**src/rtl/add_seq_pkg.sv**
```systemverilog
// add_seq shared types: operation encodings and controller states.
// Imported by add_seq and add_chunk.
package add_seq_pkg;

   typedef enum logic [1:0] {
      OP_ADD   = 2'b00,
      OP_SUB   = 2'b01,
      OP_RSUB  = 2'b10,
      OP_ADDNC = 2'b11
   } op_e;

   typedef enum logic {
      IDLE = 1'b0,
      RUN  = 1'b1
   } state_e;

endpackage

```
**src/rtl/add_chunk.sv**
```systemverilog
// add_chunk: combinational W-bit adder slice.
// Ports: a, b (W), ci (1) -> s (W), co (1).
module add_chunk
   import add_seq_pkg::*;
#(
   parameter int W = 8
) (
   input  logic [W-1:0] a,
   input  logic [W-1:0] b,
   input  logic         ci,
   output logic [W-1:0] s,
   output logic         co
);

   assign {co, s} = {1'b0, a} + {1'b0, b} + {{W{1'b0}}, ci};

endmodule

```
**src/rtl/add_seq.sv**
```systemverilog
// add_seq: clocked N-bit add/sub/rsub, W bits per clock, req/fin handshake.
// Ports: clk, rst_n (async low), req, op[1:0], cin, x[N], y[N],
//   sat (only with ADD_SEQ_SAT_EN) -> fin, so[N], couto, ovf, zero.
module add_seq
   import add_seq_pkg::*;
#(
   parameter int N = 32,
   parameter int W = 8
) (
   input  logic         clk,
   input  logic         rst_n,
   input  logic         req,
   input  logic [1:0]   op,
   input  logic         cin,
   input  logic [N-1:0] x,
   input  logic [N-1:0] y,
`ifdef ADD_SEQ_SAT_EN
   input  logic         sat,
`endif
   output logic         fin,
   output logic [N-1:0] so,
   output logic         couto,
   output logic         ovf,
   output logic         zero
);

   localparam int K  = N / W;
   localparam int CW = (K > 1) ? $clog2(K) : 1;

   generate
      if ((N % W) != 0) begin : g_bad_w
         $error("add_seq: N must be a multiple of W");
      end
   endgenerate

   state_e         state_q, state_d;
   logic           req_q;
   logic [CW-1:0]  cnt_q, cnt_d;
   logic [N-1:0]   a_q, a_d;
   logic [N-1:0]   b_q, b_d;
   logic           carry_q, carry_d;
   logic [N-1:0]   stage_q, stage_d;
   logic           fin_q, fin_d;
   logic [N-1:0]   so_q, so_d;
   logic           couto_q, couto_d;
   logic           ovf_q, ovf_d;
   logic           zero_q, zero_d;
`ifdef ADD_SEQ_SAT_EN
   logic           sat_q, sat_d;
`endif

   logic           start;
   int             base;
   logic [W-1:0]   ch_a, ch_b, ch_s;
   logic           ch_co;
   logic [N-1:0]   sum_full;
   logic [N-1:0]   res;
   logic           ovf_w;

   add_chunk #(.W(W)) u_chunk (
      .a  (ch_a),
      .b  (ch_b),
      .ci (carry_q),
      .s  (ch_s),
      .co (ch_co)
   );

   assign start = req & ~req_q & (state_q == IDLE);
   assign base  = W * int'(cnt_q);
   assign ch_a  = a_q[base +: W];
   assign ch_b  = b_q[base +: W];

   always_comb begin
      state_d  = state_q;
      cnt_d    = cnt_q;
      a_d      = a_q;
      b_d      = b_q;
      carry_d  = carry_q;
      stage_d  = stage_q;
      fin_d    = fin_q;
      so_d     = so_q;
      couto_d  = couto_q;
      ovf_d    = ovf_q;
      zero_d   = zero_q;
`ifdef ADD_SEQ_SAT_EN
      sat_d    = sat_q;
`endif
      sum_full = stage_q;
      sum_full[base +: W] = ch_s;
      ovf_w    = (a_q[N-1] == b_q[N-1]) &
                 (sum_full[N-1] != a_q[N-1]);
      res      = sum_full;
`ifdef ADD_SEQ_SAT_EN
      // Clamp toward the sign both operands shared.
      if (sat_q && ovf_w) begin
         res = a_q[N-1] ? {1'b1, {(N-1){1'b0}}}
                        : {1'b0, {(N-1){1'b1}}};
      end
`endif

      unique case (state_q)
         IDLE: begin
            if (start) begin
               unique case (op)
                  OP_ADD: begin
                     a_d = x; b_d = y; carry_d = cin;
                  end
                  OP_SUB: begin
                     a_d = x; b_d = ~y; carry_d = 1'b1;
                  end
                  OP_RSUB: begin
                     a_d = y; b_d = ~x; carry_d = 1'b1;
                  end
                  OP_ADDNC: begin
                     a_d = x; b_d = y; carry_d = 1'b0;
                  end
               endcase
`ifdef ADD_SEQ_SAT_EN
               sat_d   = sat;
`endif
               stage_d = '0;
               fin_d   = 1'b0;
               so_d    = '0;
               couto_d = 1'b0;
               ovf_d   = 1'b0;
               zero_d  = 1'b0;
               cnt_d   = '0;
               state_d = RUN;
            end
         end
         RUN: begin
            stage_d = sum_full;
            carry_d = ch_co;
            cnt_d   = cnt_q + 1'b1;
            if (cnt_q == CW'(K - 1)) begin
               so_d    = res;
               couto_d = ch_co;
               ovf_d   = ovf_w;
               zero_d  = (res == '0);
               fin_d   = 1'b1;
               cnt_d   = '0;
               state_d = IDLE;
            end
         end
      endcase
   end

   always_ff @(posedge clk or negedge rst_n) begin
      if (!rst_n) begin
         state_q <= IDLE;
         req_q   <= 1'b0;
         cnt_q   <= '0;
         a_q     <= '0;
         b_q     <= '0;
         carry_q <= 1'b0;
         stage_q <= '0;
         fin_q   <= 1'b1;
         so_q    <= '0;
         couto_q <= 1'b0;
         ovf_q   <= 1'b0;
         zero_q  <= 1'b0;
`ifdef ADD_SEQ_SAT_EN
         sat_q   <= 1'b0;
`endif
      end else begin
         state_q <= state_d;
         req_q   <= req;
         cnt_q   <= cnt_d;
         a_q     <= a_d;
         b_q     <= b_d;
         carry_q <= carry_d;
         stage_q <= stage_d;
         fin_q   <= fin_d;
         so_q    <= so_d;
         couto_q <= couto_d;
         ovf_q   <= ovf_d;
         zero_q  <= zero_d;
`ifdef ADD_SEQ_SAT_EN
         sat_q   <= sat_d;
`endif
      end
   end

   assign fin   = fin_q;
   assign so    = so_q;
   assign couto = couto_q;
   assign ovf   = ovf_q;
   assign zero  = zero_q;

endmodule

```
**config.mk**
```make
export PLATFORM = sky130hd
export DESIGN_NAME = add_seq
export DESIGN_NICKNAME = d
export VERILOG_FILES = /design/src/rtl/add_seq_pkg.sv /design/src/rtl/add_chunk.sv /design/src/rtl/add_seq.sv
export SDC_FILE = /design/constraint.sdc
export NUM_CORES = 1
export LEC_CHECK = 0
export BUFFER_PORTS_ARGS = -buffer_cell sky130_fd_sc_hd__buf_2
export CORE_ASPECT_RATIO = 0.5
export CORE_MARGIN = 3
export CORE_UTILIZATION = 60
export DETAILED_ROUTE_END_ITERATION = 10
export PLACE_DENSITY_LB_ADDON = 0.05
export SETUP_SLACK_MARGIN = 0.2
export SYNTH_ARGS = -nofsm -noshare
export SYNTH_HDL_FRONTEND = slang
export SYNTH_SLANG_ARGS = --single-unit
```
**constraint.sdc**
```tcl
create_clock -name clk -period 6.35 [get_ports clk]
set_input_delay 0.635 -clock clk [delete_from_list [all_inputs] [get_ports clk]]
set_output_delay 0.635 -clock clk [all_outputs]
set_load 0.01 [all_outputs]
```
* Yosys cells after proc, flatten, opt, wreduce, memory -nomap -nowiden *
Cells that the tools add are included.
W data, S select, Z words.

cells by class
  add/subtract/negate cells = 4
  multiply operators = 0
  divide/modulo/power cells = 0
  order comparisons = 0
  equal/unequal tests = 8
  shift operators = 4
  muxes and demuxes = 25
  bitwise gates (word level) = 7
  reduce and logical (&&, ||, !) cells = 7

operators by type and width
  cell                       count
  $pmux W32 S2               3
  $pmux W32 S3               1
  $mux W32                   2
  $not A32 Y32               2
  $shiftx A32 B6 Y8          2
  $neg A5 Y33                1
  $shift A8 B33 Y32 const A  1
  $shiftx A8 B33 Y32         1
  $bwmux W32                 1
  $logic_not A32 Y1          1
  $pmux W1 S2                6
  $add A8 B8 Y9              1
  $add A9 B1 Y9              1
  $mux W1                    8
  $eq A2 B2 Y1 const B       3
  $mux W2                    2
  $pmux W2 S2                1
  $reduce_and A2 Y1          2
  $reduce_or A2 Y1           2
  $and A1 B1 Y1              3
  $pmux W1 S3                1
  $reduce_or A3 Y1           1
  $add A2 B1 Y2 const B      1
  $eq A2 B1 Y1 const B       1
  6 further kinds            7

storage, ports and cells
  register bits = 137
  latch bits = 0
  RAM bits = 0
  ROM bits = 0
  output and inout bits = 36
  word-level logic and storage cells = 67
  memories kept = 0

* Logic depth before layout (Yosys ltp) *
  depth after elaboration = 9
  mapped depth = 12

* By module *
Synthesis repeated with hierarchy kept, for this count alone.

second synthesis, totals
  cells, all modules = 769
  area, all modules = 7,308.3 um2

modules (own cells, without submodules)
  module     instances  cells each  area an instance (um2)  seq. area each (um2)
  add_seq    1          727         6,976.7                 3,429.5
  add_chunk  1          42          331.6                   0.0

* Worst setup path before layout *
OpenSTA, ideal clock, no wires.

  path kind = register to register
  start point = register cnt_q[0]
  end point = register so_q[5] (netlist: so[5])
  library setup time = 0.121 ns
  arrival time = 3.159 ns
  data required time = 6.229 ns
  path slack = 3.070 ns
  stages on the path, launching flop included = 12
  period minus slack after synthesis = 3.280 ns
  cell sequence = dfrtp_1 buf_2 buf_2 buf_2 mux4_2 ha_1 buf_2 a21o_1 a221oi_1 xnor2_1 o22ai_1 a22o_1

on the way
  longest elaborated chain between the ends = 7
  elaborated cells on any way between the ends = 13
  those cells by class = add/sub: 3; eq/ne: 2; shift: 4; mux: 3; reduce/logical: 1

RTL lines
  element                                      RTL line                      text
  start: declaration                           add_seq.sv:38                 logic [CW-1:0] cnt_q, cnt_d;
  start signal: assignment                     add_seq.sv:168                cnt_q <= cnt_d;
  $shiftx A32 B6 Y8, on equally long branches  add_seq.sv:70, add_seq.sv:71
  $add A8 B8 Y9                                add_chunk.sv:15               assign {co, s} = {1'b0, a} + {1'b0, b} + {{W{1'b0}}, ci};
  $add A9 B1 Y9                                add_chunk.sv:15
  $shiftx A8 B33 Y32                           add_seq.sv:89                 sum_full[base +: W] = ch_s;
  $bwmux W32                                   add_seq.sv:89
  $mux W32                                     add_seq.sv:135                if (cnt_q == CW'(K - 1)) begin
  $pmux W32 S2                                 add_seq.sv:101                unique case (state_q)
  end signal: assignment                       add_seq.sv:158                so_q <= '0;
  end signal: assignment                       add_seq.sv:174                so_q <= so_d;
  end: declaration                             add_seq.sv:44                 logic [N-1:0] so_q, so_d;

Several ways; a longest one is shown, not always the timed one. The select of a mux whose other input is x is not followed.
A chain may end at the register's enable or synchronous reset.

* Worst setup path after layout *
  start point = register cnt_q[0]
  end point = register zero_q (netlist: zero)

on the way
  longest elaborated chain between the ends = 8
  elaborated cells on any way between the ends = 14
  those cells by class = add/sub: 3; eq/ne: 2; shift: 4; mux: 3; reduce/logical: 2

RTL lines
  element                                      RTL line                      text
  $shiftx A32 B6 Y8, on equally long branches  add_seq.sv:70, add_seq.sv:71
  $add A8 B8 Y9                                add_chunk.sv:15
  $add A9 B1 Y9                                add_chunk.sv:15
  $shiftx A8 B33 Y32                           add_seq.sv:89
  $bwmux W32                                   add_seq.sv:89
  $logic_not A32 Y1                            add_seq.sv:139                zero_d = (res == '0);
  $mux W1                                      add_seq.sv:135
  $pmux W1 S2                                  add_seq.sv:101
  end signal: assignment                       add_seq.sv:177                zero_q <= zero_d;
  end: declaration                             add_seq.sv:47                 logic zero_q, zero_d;

Several ways; a longest one is shown, not always the timed one. The select of a mux whose other input is x is not followed.

==> results.yml <==
die:
  io_pins: 106
  coreArea_mm2: 0.0121
  die_area_mm2: 0.0141
  die_w_um: 165
  dieHeight_um: 85.4
  num_rows: 28
  start_util: 0.628
timing:
  fin_skew_ns: 0.00805
  layout_min_cycle_time_ns: 3.94
  finalHoldViolations: 0
  period_share: 0.621
  max_freq_ghz: 0.254
  finalSetupViolCount: 0
  drv_slew: 0
  whs_ns: 0.280
  worst_slew_pin_slew_ns: 1.17
  rsz0062_at_grt: "no"
  slew_headroom: 0.219
  fin_tns_setup_ns: 0
routing:
  remaining_drc_errors: 0
  viasPerCell: 5.93
  vias: 6359
  drtAntennaViolNets: 0
  firstDrtPassIters: 5
  routed_wirelength_um: 18900
  wl_per_cell_um: 17.7
  drtIter0Drc: 623
global_routing:
  grt_pass1_wl_um: 30600
  grt_util_all_layers: 0.283
  overflow: 0
  grt_max_degree: 127
  antenna_found_initial: 0
  grt_pass1_vias: 5789
synth:
  synth_cell_types: 61
  syn_nets: 911
  syn_inst: 822
  yosys-top-cells-area: "dfrtp_1 45%, o21ai_0 8.1%, nand2_1 7.9%"
  syn_avg_cell_area_um2: 9.20
  synthesis.area_mm2: 0.00756
  ys.flop_type: "dfrtp_1"
  synth_top_area_share: 0.450
  yosysTopAreaCell: "dfrtp_1"
  yosys_warnings: 0
  synth_edf_count: 0
  ys_seq_elements: 137
  synth-seq-area-share: 0.453
  async_flop_share: 1.00
critical_path:
  worstRegToRegCells: 11
  required_ns: 6.68
  timing.rr.end: "zero"
  crit_type: "flip-flop to flip-flop"
  critPathSlowestCell: "dfrtp_1"
  cp_slowest_stage_delay_ns: 0.79
  worstPathCellList: "buf_4, mux4_2, fa_1, inv_1, fa_1, nand2b_1, a21oi_1, xnor2_1, o211ai_1, and2_1, o31ai_2"
  crit_path_start_kind: "flip-flop"
  crit_path_frequent_cell: "fa_1"
  rr_startpoint: "cnt_q[0]"
  reg2reg_setup_slack_ns: 2.41
  crit_arrival_ns: 4.27
  worstSetupEndpointType: "flip-flop"
  cp_max_fo: 19
clock_network:
  clk_path_buf_depth: 2
  hold_buffers: 0
  cts_resized: 0
  cts_tree: "yes"
  htreeDepth: 4
  postCtsSetupRepairBufs: 0
  cts_root_buf: "clkbuf_16"
  clkTransAtPathRegs_ns: 0.06
  numCtsBuffers: 17
  clock_latency_ns: 0.42
  cts.sinks: 137
power_and_ir_drop:
  power_density_mw_per_mm2: 602
  ir_drop_mv: 0.329
  totalPowerFinal_mw: 5.22
  p_leak_nw: 4.17
place:
  place_inst: 1040
  dp.final_hpwl_um: 12900
  io_buffers: 105
  place.gp.congestion: 0.953
layout:
  drive_above_1_share: 0.191
  area_growth_pct: 14.8
  final_core_util: 0.720
  fin_cells: 1072
  final_common_cell: "nand2_1"
  mostFrequentLayoutCells: "158 x nand2_1, 136 x dfrtp_1, 122 x o21ai_0, 104 x buf_2, 58 x inv_1"
  antenna_cells: 0
  fill_cells: 924
  final_nets: 983
min_path:
  min_path_type: "input port to asynchronous set/reset pin"
run_status:
  outcome: "completed"
flow_run:
  maxCapViolations: 0
## synth_stat cells, drive strengths merged, types with 2 or more instances
library cell,number
o211ai,3
xnor2,3
mux2i,36
o2111ai,2
o32ai,3
buf,16
o2bb2ai,9
a21o,3
a22o,27
a31oi,4
a22oi,2
or2,2
and2,4
nor2,27
or4,2
o21ai,130
nand4b,2
a41oi,2
ha,17
nor4,5
fa,2
nand3,7
o31ai,2
inv,59
o21a,2
a211oi,5
and3,2
nand2b,4
nand3b,2
mux4,16
nand2,159
o22ai,44
clkbuf,44
dfrtp,136
nor2b,15
a21oi,11
## area by class of cell
cell class | instances | area (um^2) | area share
Clock inverter | 11 | 125 | 0.0144
Inverter | 59 | 221 | 0.0255
Sequential cell | 137 | 3430 | 0.395
Clock buffer | 21 | 440 | 0.0507
Multi-Input combinational cell | 566 | 3670 | 0.423
Tap cell | 165 | 206 | 0.0238
Timing Repair Buffer | 113 | 588 | 0.0677
## sequential cells by signal, indices dropped and copies added, names as in the netlist
| signal | flops |
|---|---|
| a_q | 32 |
| b_q | 32 |
| so | 32 |
| stage_q | 32 |
| cnt_q | 2 |
| carry_q | 1 |
| couto | 1 |
| fin | 1 |
| ovf | 1 |
| req_q | 1 |
| state_q | 1 |
| zero | 1 |
## logic make-up after synthesis
| group | count (synthesis) | share of synthesized area |
|---|---|---|
| muxes | 52 | 0.0953 |
| AOI/OAI and AO/OA | 256 | 0.212 |
| and+or+nand+nor | 235 | 0.135 |
| buffers and inverters | 119 | 0.0638 |
| adders and majority gates | 19 | 0.0334 |
| DFF | 137 | 0.453 |
| xor gates and xnor gates | 4 | 0.00662 |
## power by group
part           leakage, nW  switching, mW  internal, mW  total (mW)
clock                0.271          0.378         0.578       0.955
combinational         2.11           1.64          1.07        2.71
sequential            1.80          0.299          1.26        1.56
total                 4.17           2.32          2.90        5.22
## metrics by stage
step / setup slack [ns] / cell area, um^2
finish: 2.41 / 8680
global route: 2.09 / 8680
CTS: 2.40 / 8680
detailed placement: 2.40 / 8120
global placement: 2.44 / 8120
floorplan: 3.07 / 7560
## per-layer routing
layer,track usage,share of wire
met1,0.438,0.49
met2,0.415,0.44
met3,0.0634,0.067
met4,0.0502,0.0069
met5,0,0
## how the worst max path moves through the flow
stage / from / endpoint / slack (ns) / cells past startpoint
3_3_place_gp: cnt_q[0] / zero / 2.44 / 11
4_1_cts: cnt_q[0] / zero / 2.40 / 11
5_1_grt: cnt_q[0] / zero / 2.09 / 11
2_1_floorplan: cnt_q[0] / so[5] / 3.07 / 11
3_5_place_dp: cnt_q[0] / zero / 2.40 / 11
6_report: cnt_q[0] / zero / 2.41 / 11
## worst max-delay path, delay by kind of cell (launching register included)
kind / cells / cell delay, ns
buffers and inverters: 2 / 0.47
AOI/OAI and AO/OA: 3 / 0.40
and+or+nand+nor: 2 / 0.36
xor gates and xnor gates: 1 / 0.58
DFF: 1 / 0.79
adders and majority gates: 2 / 0.70
muxes: 1 / 0.55
Note: power is estimated with default switching activity, not from simulation.
